`src/rtl/write_module.sv`:
```
// Vector write-back: snapshots a vector (or scalar) on start and streams it to memory, one element per clock.
// Latency: element 0 is presented the cycle after the start edge; done pulses one cycle after the last element.
// Backpressure: none; start is ignored while busy. Optional address stride via WRITE_MODULE_STRIDE_EN.
module write_module #(
    parameter int N      = 20,
    parameter int DATA_W = 10,
    parameter int ADDR_W = 6
) (
    input  logic                   clk,
    input  logic                   rst,
    input  logic                   start,
    input  logic                   scalar_mode,
    input  logic [ADDR_W-1:0]      base_address,
`ifdef WRITE_MODULE_STRIDE_EN
    input  logic [ADDR_W-1:0]      stride,
`endif
    input  logic [N:0][DATA_W-1:0] vector_data,
    output logic [ADDR_W-1:0]      write_address,
    output logic [DATA_W-1:0]      write_data,
    output logic                   write_enable,
    output logic                   busy,
    output logic                   done
);

    localparam int IDX_W = (N < 1) ? 1 : $clog2(N + 1);

    typedef enum logic {IDLE, WRITE} state_t;

    state_t                  state;
    logic [IDX_W-1:0]        idx;
    logic [IDX_W-1:0]        last;
    logic [IDX_W-1:0]        next_idx;
    logic [N:0][DATA_W-1:0]  snap_vec;
    logic [ADDR_W-1:0]       step;

`ifdef WRITE_MODULE_STRIDE_EN
    logic [ADDR_W-1:0]       snap_stride;
    assign step = snap_stride;
`else
    assign step = ADDR_W'(1);
`endif

    assign next_idx = idx + IDX_W'(1);

    // write_address doubles as the running base + idx*step accumulator; it wraps at ADDR_W bits.
    always_ff @(posedge clk or negedge rst) begin
        if (!rst) begin
            state         <= IDLE;
            idx           <= '0;
            last          <= '0;
            snap_vec      <= '0;
            write_address <= '0;
            write_data    <= '0;
            write_enable  <= 1'b0;
            busy          <= 1'b0;
            done          <= 1'b0;
`ifdef WRITE_MODULE_STRIDE_EN
            snap_stride   <= '0;
`endif
        end else begin
            done <= 1'b0;
            case (state)
                IDLE: begin
                    write_enable <= 1'b0;
                    if (start) begin
                        snap_vec      <= vector_data;
                        last          <= scalar_mode ? '0 : IDX_W'(N);
                        idx           <= '0;
                        write_address <= base_address;
                        write_data    <= vector_data[0];
                        write_enable  <= 1'b1;
                        busy          <= 1'b1;
                        state         <= WRITE;
`ifdef WRITE_MODULE_STRIDE_EN
                        snap_stride   <= stride;
`endif
                    end
                end
                WRITE: begin
                    if (idx == last) begin
                        state        <= IDLE;
                        idx          <= '0;
                        write_enable <= 1'b0;
                        busy         <= 1'b0;
                        done         <= 1'b1;
                    end else begin
                        idx           <= next_idx;
                        write_address <= write_address + step;
                        write_data    <= snap_vec[next_idx];
                    end
                end
                default: state <= IDLE;
            endcase
        end
    end

endmodule

```
`config.mk`:
```
export PLATFORM = sky130hd
export DESIGN_NAME = write_module
export DESIGN_NICKNAME = d
export VERILOG_FILES = /design/src/rtl/write_module.sv
export SDC_FILE = /design/constraint.sdc
export NUM_CORES = 1
export LEC_CHECK = 0
export BUFFER_PORTS_ARGS = -buffer_cell sky130_fd_sc_hd__buf_2
export CAP_MARGIN = 30
export CELL_PAD_IN_SITES_DETAIL_PLACEMENT = 0
export CELL_PAD_IN_SITES_GLOBAL_PLACEMENT = 1
export CORE_MARGIN = 8
export CORE_UTILIZATION = 43
export CTS_BUF_LIST = sky130_fd_sc_hd__clkbuf_4
export CTS_CLUSTER_SIZE = 30
export DETAILED_ROUTE_END_ITERATION = 6
export PLACE_DENSITY = 0.81
export SYNTH_ARGS = -nofsm -noshare
export SYNTH_HDL_FRONTEND = slang
export SYNTH_SLANG_ARGS = --single-unit
```
`constraint.sdc`:
```
create_clock -name clk -period 3.32 [get_ports clk]
set_input_delay 0.664 -clock clk [delete_from_list [all_inputs] [get_ports clk]]
set_output_delay 0.664 -clock clk [all_outputs]
set_load 0.02 [all_outputs]
```
==> results.py, run 1 <==
metrics = {
    "synthesis": {
        "synthCells": 1175,
        "syn_area_um2": 11200,
        "ys_types": 42,
        "ys_warn_count": 0,
        "syn-num-nets": 1398,
        "synth-seq-cells": 236,
        "seq_area_frac_synth_pct": 52.9,
        "synth.avg_cell_area_um2": 9.50,
    },
    "setup_path": {
        "crit_fanout": 13,
        "end_kind": "flip-flop",
        "crit_path_start": "idx[0]$_DFFE_PN0P_",
        "startpoint_type": "flip-flop",
        "rr_startpoint": "idx[0]$_DFFE_PN0P_",
        "path_class": "reg -> reg",
        "required_ns": 3.92,
        "worstPathArrival_ns": 3.02,
    },
    "final_layout": {
        "multi_input_area_um2": 4850,
        "areaGrowthSynthToFinish_pct": 20.3,
        "fin_cells": 1803,
        "final_layout_size_suffix_gt1_share_pct": 28.5,
        "seqCellArea_um2": 5910,
        "nets": 1645,
        "fillers": 2524,
    },
    "timing": {
        "fin_worst_skew_ns": 0.0230,
        "slew_viol_final": 0,
        "worstMarginPinSlew_ns": 0.922,
        "post-route-min-period_ns": 2.42,
        "tns_ns": 0,
        "holdWs_ns": 0.176,
        "fmax_ghz": 0.412,
        "min_period_over_period_pct": 73.0,
        "rsz0062_at_grt": "false",
        "finalSetupViolations": 0,
        "slew-limit-headroom_pct": 38.3,
        "hold_viol_final": 0,
    },
    "drt": {
        "wl_per_cell_um": 18.0,
        "wl_met2_mm": 14.5,
        "via_count": 9017,
        "drtAntennaViolNets": 0,
        "first_pass_iters": 5,
        "viasPerCell": 5.00,
        "highest_layer": "met4",
        "drt-initial-drc-count": 665,
        "drt-total-wl_mm": 32.5,
        "wl_met1_mm": 14.2,
        "route.met3.wl_mm": 2.61,
        "drc": 0,
    },
    "power": {
        "power.leakage_uw": 0.00720,
        "power_per_cell_area_nw_per_um2": 978,
        "p_clk_share_pct": 18.2,
        "internal_power_uw": 8120,
        "p_sw_share_pct": 38.1,
        "seq_power_share_pct": 39.3,
        "vdd.ir_drop.worst_v": 0.000429,
        "switchingPower_uw": 5010,
        "pwr-share-comb_pct": 42.5,
        "total_power_uw": 13100,
    },
    "global_route": {
        "antenna_found_initial": 3,
        "grt_usage_pct": 21.0,
        "grt_max_degree": 92,
        "first_global_vias": 9472,
        "grt_pass1_wl_mm": 51.7,
        "gr-total-overflow": 0,
    },
    "floorplan": {
        "pin_count": 239,
        "dieArea_um2": 31400,
        "die_h_um": 177,
        "start_util_pct": 43.3,
        "rows": 59,
        "core_um2": 25800,
        "die_x_um": 177,
    },
    "cts": {
        "cts_resized": 0,
        "post_cts_buffers": 0,
        "insertion_delay_ns": 0.68,
        "hold_buffers": 1,
        "cts.sinks": 236,
        "cts-buffers-inserted": 61,
        "cts_tree": "done",
        "h-tree-depth": 2,
        "cts.path.max_buffers": 3,
        "clk_pin_slew_ns": 0.07,
        "cts_root_buffer": "clkbuf_4",
    },
    "outcome": {
        "status": "complete, no violations",
    },
    "min_path": {
        "hp-start": "vector_data[131]",
        "hold_class": "in -> reg",
    },
    "placed_design": {
        "portBuffers": 238,
        "dp.cells": 1693,
        "dp_hpwl_mm": 23.5,
        "gp_congestion": 0.805,
    },
    "run": {
        "maxCapViolCount": 0,
    },
}
==> worst paths after layout <==
path	endpoint	slack, ns	cells past startpoint
worst min-delay path	snap_vec[131]$_DFFE_PN0P_	0.18	3
worst max-delay path	write_data[6]$_DFFE_PN0P_	0.90	6
worst max register to register	write_data[6]$_DFFE_PN0P_	0.90	6
max in group asynchronous	idx[0]$_DFFE_PN0P_	1.92	3
min in group asynchronous	snap_vec[40]$_DFFE_PN0P_	0.57	2
worst min register to register	snap_vec[95]$_DFFE_PN0P_	0.47	2
==> through the flow <==
stage | util [%] | instance area (um^2) | setup WS, ns
detailed placement | 49.2 | 12700 | 0.902
CTS | 52.1 | 13400 | 0.916
global placement | 49.2 | 12700 | 0.903
global route | 52.1 | 13400 | 0.731
finish | 52.1 | 13400 | 0.896
floorplan | - | 11200 | 0.708
==> area by class of cell <==
type | count | area share [%]
clock buffers | 89 | 4.97
diodes | 3 | 0.0559
flip-flops and latches | 236 | 44.0
repair buffers | 260 | 11.1
multi-input cells | 857 | 36.1
inverters | 6 | 0.168
well taps | 335 | 3.12
clock inverters | 17 | 0.475
==> flip-flops by register name, summed over array words and instances, names as in the netlist <==
register and count:
snap_vec 210, write_data 10, write_address 6, idx 5, busy 1, done 1, last 1, state 1
write_enable 1
==> critical path, stage by stage, from the launching register on <==
cell and delay [ns]:
dfrtp_4 0.58, ha_1 0.35, xnor2_1 0.71, nand2_1 0.10, a21oi_1 0.34, o21ai_1 0.17
o211ai_2 0.10
==> logic make-up (layout without fill, tap and decap cells) <==
family          Yosys count  in the layout  synth area share, %
compound gates           63             63                 4.01
xor+xnor                  9              9                0.773
fa+ha+maj                 3              3                0.336
buf+inv                  82            372                 4.08
flops                   236            236                 52.9
mux                      81             81                 13.4
other cells               0              3                    0
simple gates            701            701                 24.5
==> cells in the mapped netlist <==
cell,n,share of area [%]
o21ai_0,13,0.58
buf_6,6,0.61
mux2_2,10,1.0
inv_1,4,0.13
nand2b_1,3,0.17
clkinv_1,1,0.034
or3_1,1,0.056
o2bb2ai_1,1,0.078
a211oi_1,4,0.27
xnor2_1,5,0.39
clkbuf_1,30,1.0
nor3_1,1,0.045
nor2b_1,7,0.39
nor2_1,4,0.13
buf_12,3,0.54
nand4_1,1,0.056
buf_2,31,1.4
a2bb2oi_2,1,0.13
buf_8,1,0.13
o32ai_1,3,0.24
nand3_1,3,0.13
nand4b_1,11,0.86
ha_1,3,0.34
mux4_2,36,7.3
a21oi_1,16,0.72
xor2_1,3,0.24
a21o_4,1,0.13
o21ai_1,10,0.45
inv_2,1,0.034
buf_4,1,0.067
o21ai_2,2,0.16
nand2_1,668,22
mux2i_1,21,1.9
o211ai_2,10,1.1
nand3_2,1,0.090
xor2_2,1,0.15
buf_1,4,0.13
mux4_1,14,3.3
dfrtp_1,236,53
o22ai_1,1,0.056
a21oi_2,1,0.078
and2_1,1,0.056
==> routing by layer <==
layer	up-vias	track usage, %
li1	4338	-
met1	4288	28.2
met2	324	31.3
met3	67	5.93
met4	0	9.00
met5	-	0
==> power by group through the flow <==
| stage | logic [uW] | registers (uW) | clock network (uW) |
|---|---|---|---|
| floorplan | 4170 | 4900 | 0 |
| global placement | 5500 | 5180 | 0 |
| detailed placement | 5600 | 5170 | 0 |
| CTS | 5640 | 5150 | 2480 |
| global route | 6170 | 5320 | 2610 |
| finish | 5580 | 5160 | 2390 |
==> layout by cell type (no fill, tap or decap), types with 13 or more instances in the layout <==
cell and n:
o21ai_0 13, buf_2 237, clkinv_1 17, a21oi_1 16, mux4_2 36, dfrtp_1 235
mux2i_1 21, mux4_1 14, nand2_1 667, clkbuf_4 89
No activity file was read; power rests on OpenSTA's default activity.
==> inputs of run 2 (changes only) <==
==> constraint.sdc (replaced) <==
create_clock -name clk -period 2.35 [get_ports clk]
set_input_delay 0.47 -clock clk [delete_from_list [all_inputs] [get_ports clk]]
set_output_delay 0.47 -clock clk [all_outputs]
set_load 0.02 [all_outputs]
==> run 2 against run 1 <==
  * Non-clock buffer count is 207 higher
  * Register-to-register slack got worse by 0.77 ns
  * Routed wire length increased by 7.3%
  * Setup slack worse by 0.77 ns
  * Clock power up 44%
  * Global-route usage increased by 1.4 points
  * Hold slack got worse by 0.13 ns
  * Sequential share of layout area down 5.9 points
==> results.py, run 2 (synthesis gave the netlist of run 1 again) <==
metrics = {
    "power": {
        "switchingPower_uw": 7150,
        "power_per_cell_area_nw_per_um2": 1230,
        "p_clk_share_pct": 18.0,
        "vdd.ir_drop.worst_v": 0.000526,
        "seq_power_share_pct": 37.8,
        "power.leakage_uw": 0.00810,
        "p_sw_share_pct": 37.4,
        "pwr-share-comb_pct": 44.2,
        "internal_power_uw": 12000,
    },
    "drt": {
        "drtAntennaViolNets": 0,
        "drt-total-wl_mm": 34.9,
        "viasPerCell": 4.91,
        "wl_per_cell_um": 17.4,
        "first_pass_iters": 5,
        "via_count": 9853,
        "drt-initial-drc-count": 671,
        "drc": 0,
    },
    "cts": {
        "cts_tree": "done",
        "cts-buffers-inserted": 60,
        "cts_resized": 0,
        "insertion_delay_ns": 0.69,
        "cts_root_buffer": "clkbuf_4",
        "cts.path.max_buffers": 3,
        "post_cts_buffers": 0,
        "clk_pin_slew_ns": 0.07,
        "cts.sinks": 236,
        "h-tree-depth": 2,
    },
    "setup_path": {
        "end_kind": "flip-flop",
        "reg2reg_to": "write_data[3]$_DFFE_PN0P_",
        "rr_startpoint": "idx[0]$_DFFE_PN0P_",
        "crit_fanout": 33,
        "required_ns": 2.90,
        "worstPathArrival_ns": 2.77,
        "reg2regPathDepth": 7,
        "rrSetupSlack_ns": 0.13,
        "crit_path_start": "idx[0]$_DFFE_PN0P_",
        "startpoint_type": "flip-flop",
        "path_class": "reg -> reg",
        "cp-endpoint": "write_data[3]$_DFFE_PN0P_",
    },
    "final_layout": {
        "fin_area_um2": 15500,
        "layout_common_cells": "667 x nand2_1, 237 x buf_2, 235 x dfrtp_1",
        "layout_commonest_cell": "nand2_1",
        "fillers": 2145,
        "final_util_pct": 60.2,
        "seqCellArea_um2": 5910,
        "areaGrowthSynthToFinish_pct": 39.0,
        "largest-register": "snap_vec",
        "largest_reg_flops": 210,
        "multi_input_area_um2": 4850,
        "reg_top3": "snap_vec: 210 flops, write_data: 10 flops, write_address: 6 flops",
        "nets": 1851,
        "final_layout_size_suffix_gt1_share_pct": 26.2,
    },
    "timing": {
        "setup_slack_ns": 0.129,
        "fmax_ghz": 0.450,
        "hold_viol_final": 0,
        "fin_worst_skew_ns": 0.0416,
        "slew_viol_final": 0,
        "slew-limit-headroom_pct": 62.1,
        "rsz0062_at_grt": "false",
        "min_period_over_period_pct": 94.5,
        "tns_ns": 0,
        "finalSetupViolations": 0,
        "post-route-min-period_ns": 2.22,
        "worstMarginPinSlew_ns": 0.569,
    },
    "floorplan": {
        "dieArea_um2": 31400,
        "pin_count": 239,
        "die_x_um": 177,
        "core_um2": 25800,
        "rows": 59,
        "die_h_um": 177,
        "start_util_pct": 43.3,
    },
    "placed_design": {
        "pre_cts_slack_ns": 0.130,
        "gp_congestion": 0.830,
        "dp_hpwl_mm": 23.6,
        "place_area_um2": 12800,
        "portBuffers": 238,
    },
    "global_route": {
        "grt_max_degree": 100,
        "grt_usage_pct": 22.4,
        "first_global_vias": 10320,
        "gr-total-overflow": 0,
        "antenna_found_initial": 1,
        "grt_pass1_wl_mm": 55.6,
    },
    "min_path": {
        "hold_class": "in -> reg",
    },
    "run": {
        "maxCapViolCount": 0,
    },
    "outcome": {
        "status": "complete, no violations",
    },
}
run 2: power groups by stage:
stage                     combinational [uW]  sequential (uW)  clock [uW]
after CTS                               8530             7210        3540
final                                   8440             7220        3440
after global placement                  8030             7270           0
after floorplan                         5910             6920           0
after global routing                    9290             7430        3750
after detailed placement                8240             7260           0
run 2: layout make-up:
| class | instances | share of cell area (%) |
|---|---|---|
| well taps | 335 | 2.70 |
| inverters | 6 | 0.145 |
| diodes | 1 | 0.0161 |
| clock inverters | 11 | 0.290 |
| repair buffers | 467 | 23.0 |
| multi-input cells | 857 | 31.2 |
| clock buffers | 94 | 4.55 |
| flip-flops and latches | 236 | 38.1 |
run 2: through the flow:
stage / hold slack [ns] / std cells / total power (uW)
finish: 0.0424 / 2007 / 19100
global route: 0.00107 / 2007 / 20500
CTS: 0.000801 / 2006 / 19300
detailed placement: 0.459 / 1707 / 15500
global placement: 0.453 / 1707 / 15300
floorplan: 0.174 / 1175 / 12800
run 2: worst max-delay path, cell delays in order, from the launching register on:
cell and delay [ns]:
dfrtp_4 0.51, buf_12 0.19, ha_1 0.33, xnor2_1 0.24, a2bb2oi_2 0.44, a21oi_1 0.11
o21ai_1 0.17, o211ai_2 0.11
run 2: routing by layer:
layer / GRT usage (%) / vias to the layer above / part of all wire, % / routed length, um
met5: 0 / - / 0 / 0
met3: 5.38 / 67 / 7.3 / 2550
li1: - / 4756 / - / -
met1: 29.8 / 4673 / 43 / 15000
met4: 9.21 / 0 / 3.2 / 1110
met2: 34.9 / 357 / 47 / 16300
run 2: what timing repair did:
item	4_1_cts	5_1_grt
endpoints found under the hold margin	252	0
setup endpoints to repair	0	0
hold buffers	194	0
run 2: worst min-delay path by stage:
stage,from,end,cells after the start
finish,vector_data[7],snap_vec[7]$_DFFE_PN0P_,3
global route,vector_data[136],snap_vec[136]$_DFFE_PN0P_,3
CTS,vector_data[80],snap_vec[80]$_DFFE_PN0P_,3
detailed placement,snap_vec[128]$_DFFE_PN0P_,snap_vec[128]$_DFFE_PN0P_,2
global placement,snap_vec[128]$_DFFE_PN0P_,snap_vec[128]$_DFFE_PN0P_,2
floorplan,rst,busy$_DFFE_PN0P_,0
==> inputs of run 3 (changes only) <==
--- a/config.mk
+++ b/config.mk
@@ -9,7 +9,7 @@
 export CAP_MARGIN = 30
 export CELL_PAD_IN_SITES_DETAIL_PLACEMENT = 0
 export CELL_PAD_IN_SITES_GLOBAL_PLACEMENT = 1
-export CORE_MARGIN = 8
+export CORE_MARGIN = 2
 export CORE_UTILIZATION = 43
 export CTS_BUF_LIST = sky130_fd_sc_hd__clkbuf_4
 export CTS_CLUSTER_SIZE = 30
==> run 3 against run 2 <==
  * Clock skew is 0.0092 ns lower
  * Final cell count is 0.25% lower
  * Sequential power is 2% higher
  * Die area is 13% lower
  * Clock-buffer cell count down 6
  * Critical endpoint is now write_data[6]$_DFFE_PN0P_
==> results.py, run 3 (synthesis gave the netlist of run 1 again) <==
metrics = {
    "power": {
        "vdd.ir_drop.worst_v": 0.000502,
        "power.leakage_uw": 0.00807,
        "power_per_cell_area_nw_per_um2": 1240,
    },
    "cts": {
        "h-tree-depth": 2,
        "cts_resized": 0,
        "cts.path.max_buffers": 3,
        "insertion_delay_ns": 0.68,
        "clk_pin_slew_ns": 0.07,
        "cts_root_buffer": "clkbuf_4",
        "cts_tree": "done",
        "cts.sinks": 236,
        "cts-buffers-inserted": 61,
    },
    "drt": {
        "drc": 0,
        "drt-total-wl_mm": 34.3,
        "first_pass_iters": 5,
        "viasPerCell": 4.97,
        "wl_per_cell_um": 17.1,
        "drt-initial-drc-count": 684,
        "via_count": 9940,
        "drtAntennaViolNets": 0,
    },
    "final_layout": {
        "final_layout_size_suffix_gt1_share_pct": 25.8,
        "largest_reg_flops": 210,
        "fin_area_um2": 15400,
        "nets": 1846,
        "reg_top3": "snap_vec: 210 flops, write_data: 10 flops, write_address: 6 flops",
        "multi_input_area_um2": 4850,
        "layout_commonest_cell": "nand2_1",
        "areaGrowthSynthToFinish_pct": 38.4,
        "layout_common_cells": "667 x nand2_1, 237 x buf_2, 235 x dfrtp_1",
        "fillers": 2171,
        "largest-register": "snap_vec",
        "seqCellArea_um2": 5910,
    },
    "setup_path": {
        "worstPathArrival_ns": 2.73,
        "startpoint_type": "flip-flop",
        "rr_startpoint": "idx[0]$_DFFE_PN0P_",
        "crit_path_start": "idx[0]$_DFFE_PN0P_",
        "path_class": "reg -> reg",
        "rrSetupSlack_ns": 0.20,
        "crit_fanout": 10,
        "end_kind": "flip-flop",
        "required_ns": 2.93,
    },
    "global_route": {
        "grt_usage_pct": 25.3,
        "gr-total-overflow": 0,
        "grt_max_degree": 106,
        "first_global_vias": 10042,
        "antenna_found_initial": 2,
        "grt_pass1_wl_mm": 52.4,
    },
    "floorplan": {
        "rows": 58,
        "die_h_um": 165,
        "pin_count": 239,
        "dieArea_um2": 27300,
        "core_um2": 25300,
        "start_util_pct": 44.1,
        "die_x_um": 165,
    },
    "timing": {
        "hold_viol_final": 0,
        "post-route-min-period_ns": 2.15,
        "worstMarginPinSlew_ns": 0.927,
        "min_period_over_period_pct": 91.5,
        "rsz0062_at_grt": "false",
        "slew_viol_final": 0,
        "finalSetupViolations": 0,
        "slew-limit-headroom_pct": 38.2,
        "setup_slack_ns": 0.200,
        "fmax_ghz": 0.465,
        "fin_worst_skew_ns": 0.0324,
        "tns_ns": 0,
    },
    "placed_design": {
        "portBuffers": 238,
        "gp_congestion": 0.839,
        "place_area_um2": 12700,
        "dp_hpwl_mm": 23.1,
        "pre_cts_slack_ns": 0.240,
    },
    "min_path": {
        "hp-start": "vector_data[70]",
        "hold_class": "in -> reg",
    },
    "run": {
        "maxCapViolCount": 0,
    },
    "outcome": {
        "status": "complete, no violations",
    },
}
[run 3: cell count changes in the layout (fill, tap and decap cells not counted), sizes merged]
| cell | previous run | this run |
|---|---|---|
| buf | 273 | 267 |
| bufinv | 0 | 1 |
| clkbuf | 94 | 88 |
| clkinv | 11 | 22 |
| clkinvlp | 1 | 0 |
| diode | 1 | 2 |
[run 3: stage by stage]
step / power (uW) / hold slack, ns / std cells / utilization [%]
2_1_floorplan: 12800 / 0.174 / 1175 / -
3_3_place_gp: 15200 / 0.450 / 1696 / 50.2
3_5_place_dp: 15400 / 0.456 / 1696 / 50.2
4_1_cts: 19200 / 0.00281 / 2000 / 61.0
5_1_grt: 20500 / 0.0238 / 2002 / 61.0
6_report: 19100 / 0.0445 / 2002 / 61.0
[run 3: critical path, cell delays in order (launching register included)]
cell      delay (ns)
dfrtp_4         0.50
ha_1            0.30
xnor2_1         0.71
nand2_1         0.11
a21oi_1         0.26
o21ai_1         0.11
o211ai_2        0.09
[run 3: repair_timing]
item / 4_1_cts / 5_1_grt
setup buffers: 0 / 0
hold buffers: 194 / 0
endpoints found under the setup margin: 0 / 0
endpoints found under the hold margin: 249 / 0
[run 3: report_power, final]
part	total [uW]	internal, uW	switching [uW]
Sequential	7340	5990	1350
Combinational	8280	4110	4170
Clock	3520	1830	1690
[run 3: area by class of cell]
cell class	instances	share of cell area (%)
clock buffers	88	4.28
multi-input cells	857	31.4
flip-flops and latches	236	38.2
repair buffers	461	22.5
diodes	2	0.0324
clock inverters	22	0.753
inverters	6	0.146
well taps	330	2.67
[run 3: metal layers]
metal | track usage, % | routed length (um)
met1 | 33.7 | 14600
met2 | 41.3 | 16400
met3 | 4.60 | 2240
met4 | 10.2 | 1080
met5 | 0 | 0
[run 3: path summary, 6_finish.rpt]
| check | end | cells past startpoint |
|---|---|---|
| worst max-delay path | write_data[6]$_DFFE_PN0P_ | 6 |
| worst min-delay path | snap_vec[70]$_DFFE_PN0P_ | 3 |
| worst max register to register | write_data[6]$_DFFE_PN0P_ | 6 |
| worst min register to register | snap_vec[19]$_DFFE_PN0P_ | 2 |
| max in group asynchronous | write_data[7]$_DFFE_PN0P_ | 3 |
| min in group asynchronous | snap_vec[57]$_DFFE_PN0P_ | 2 |
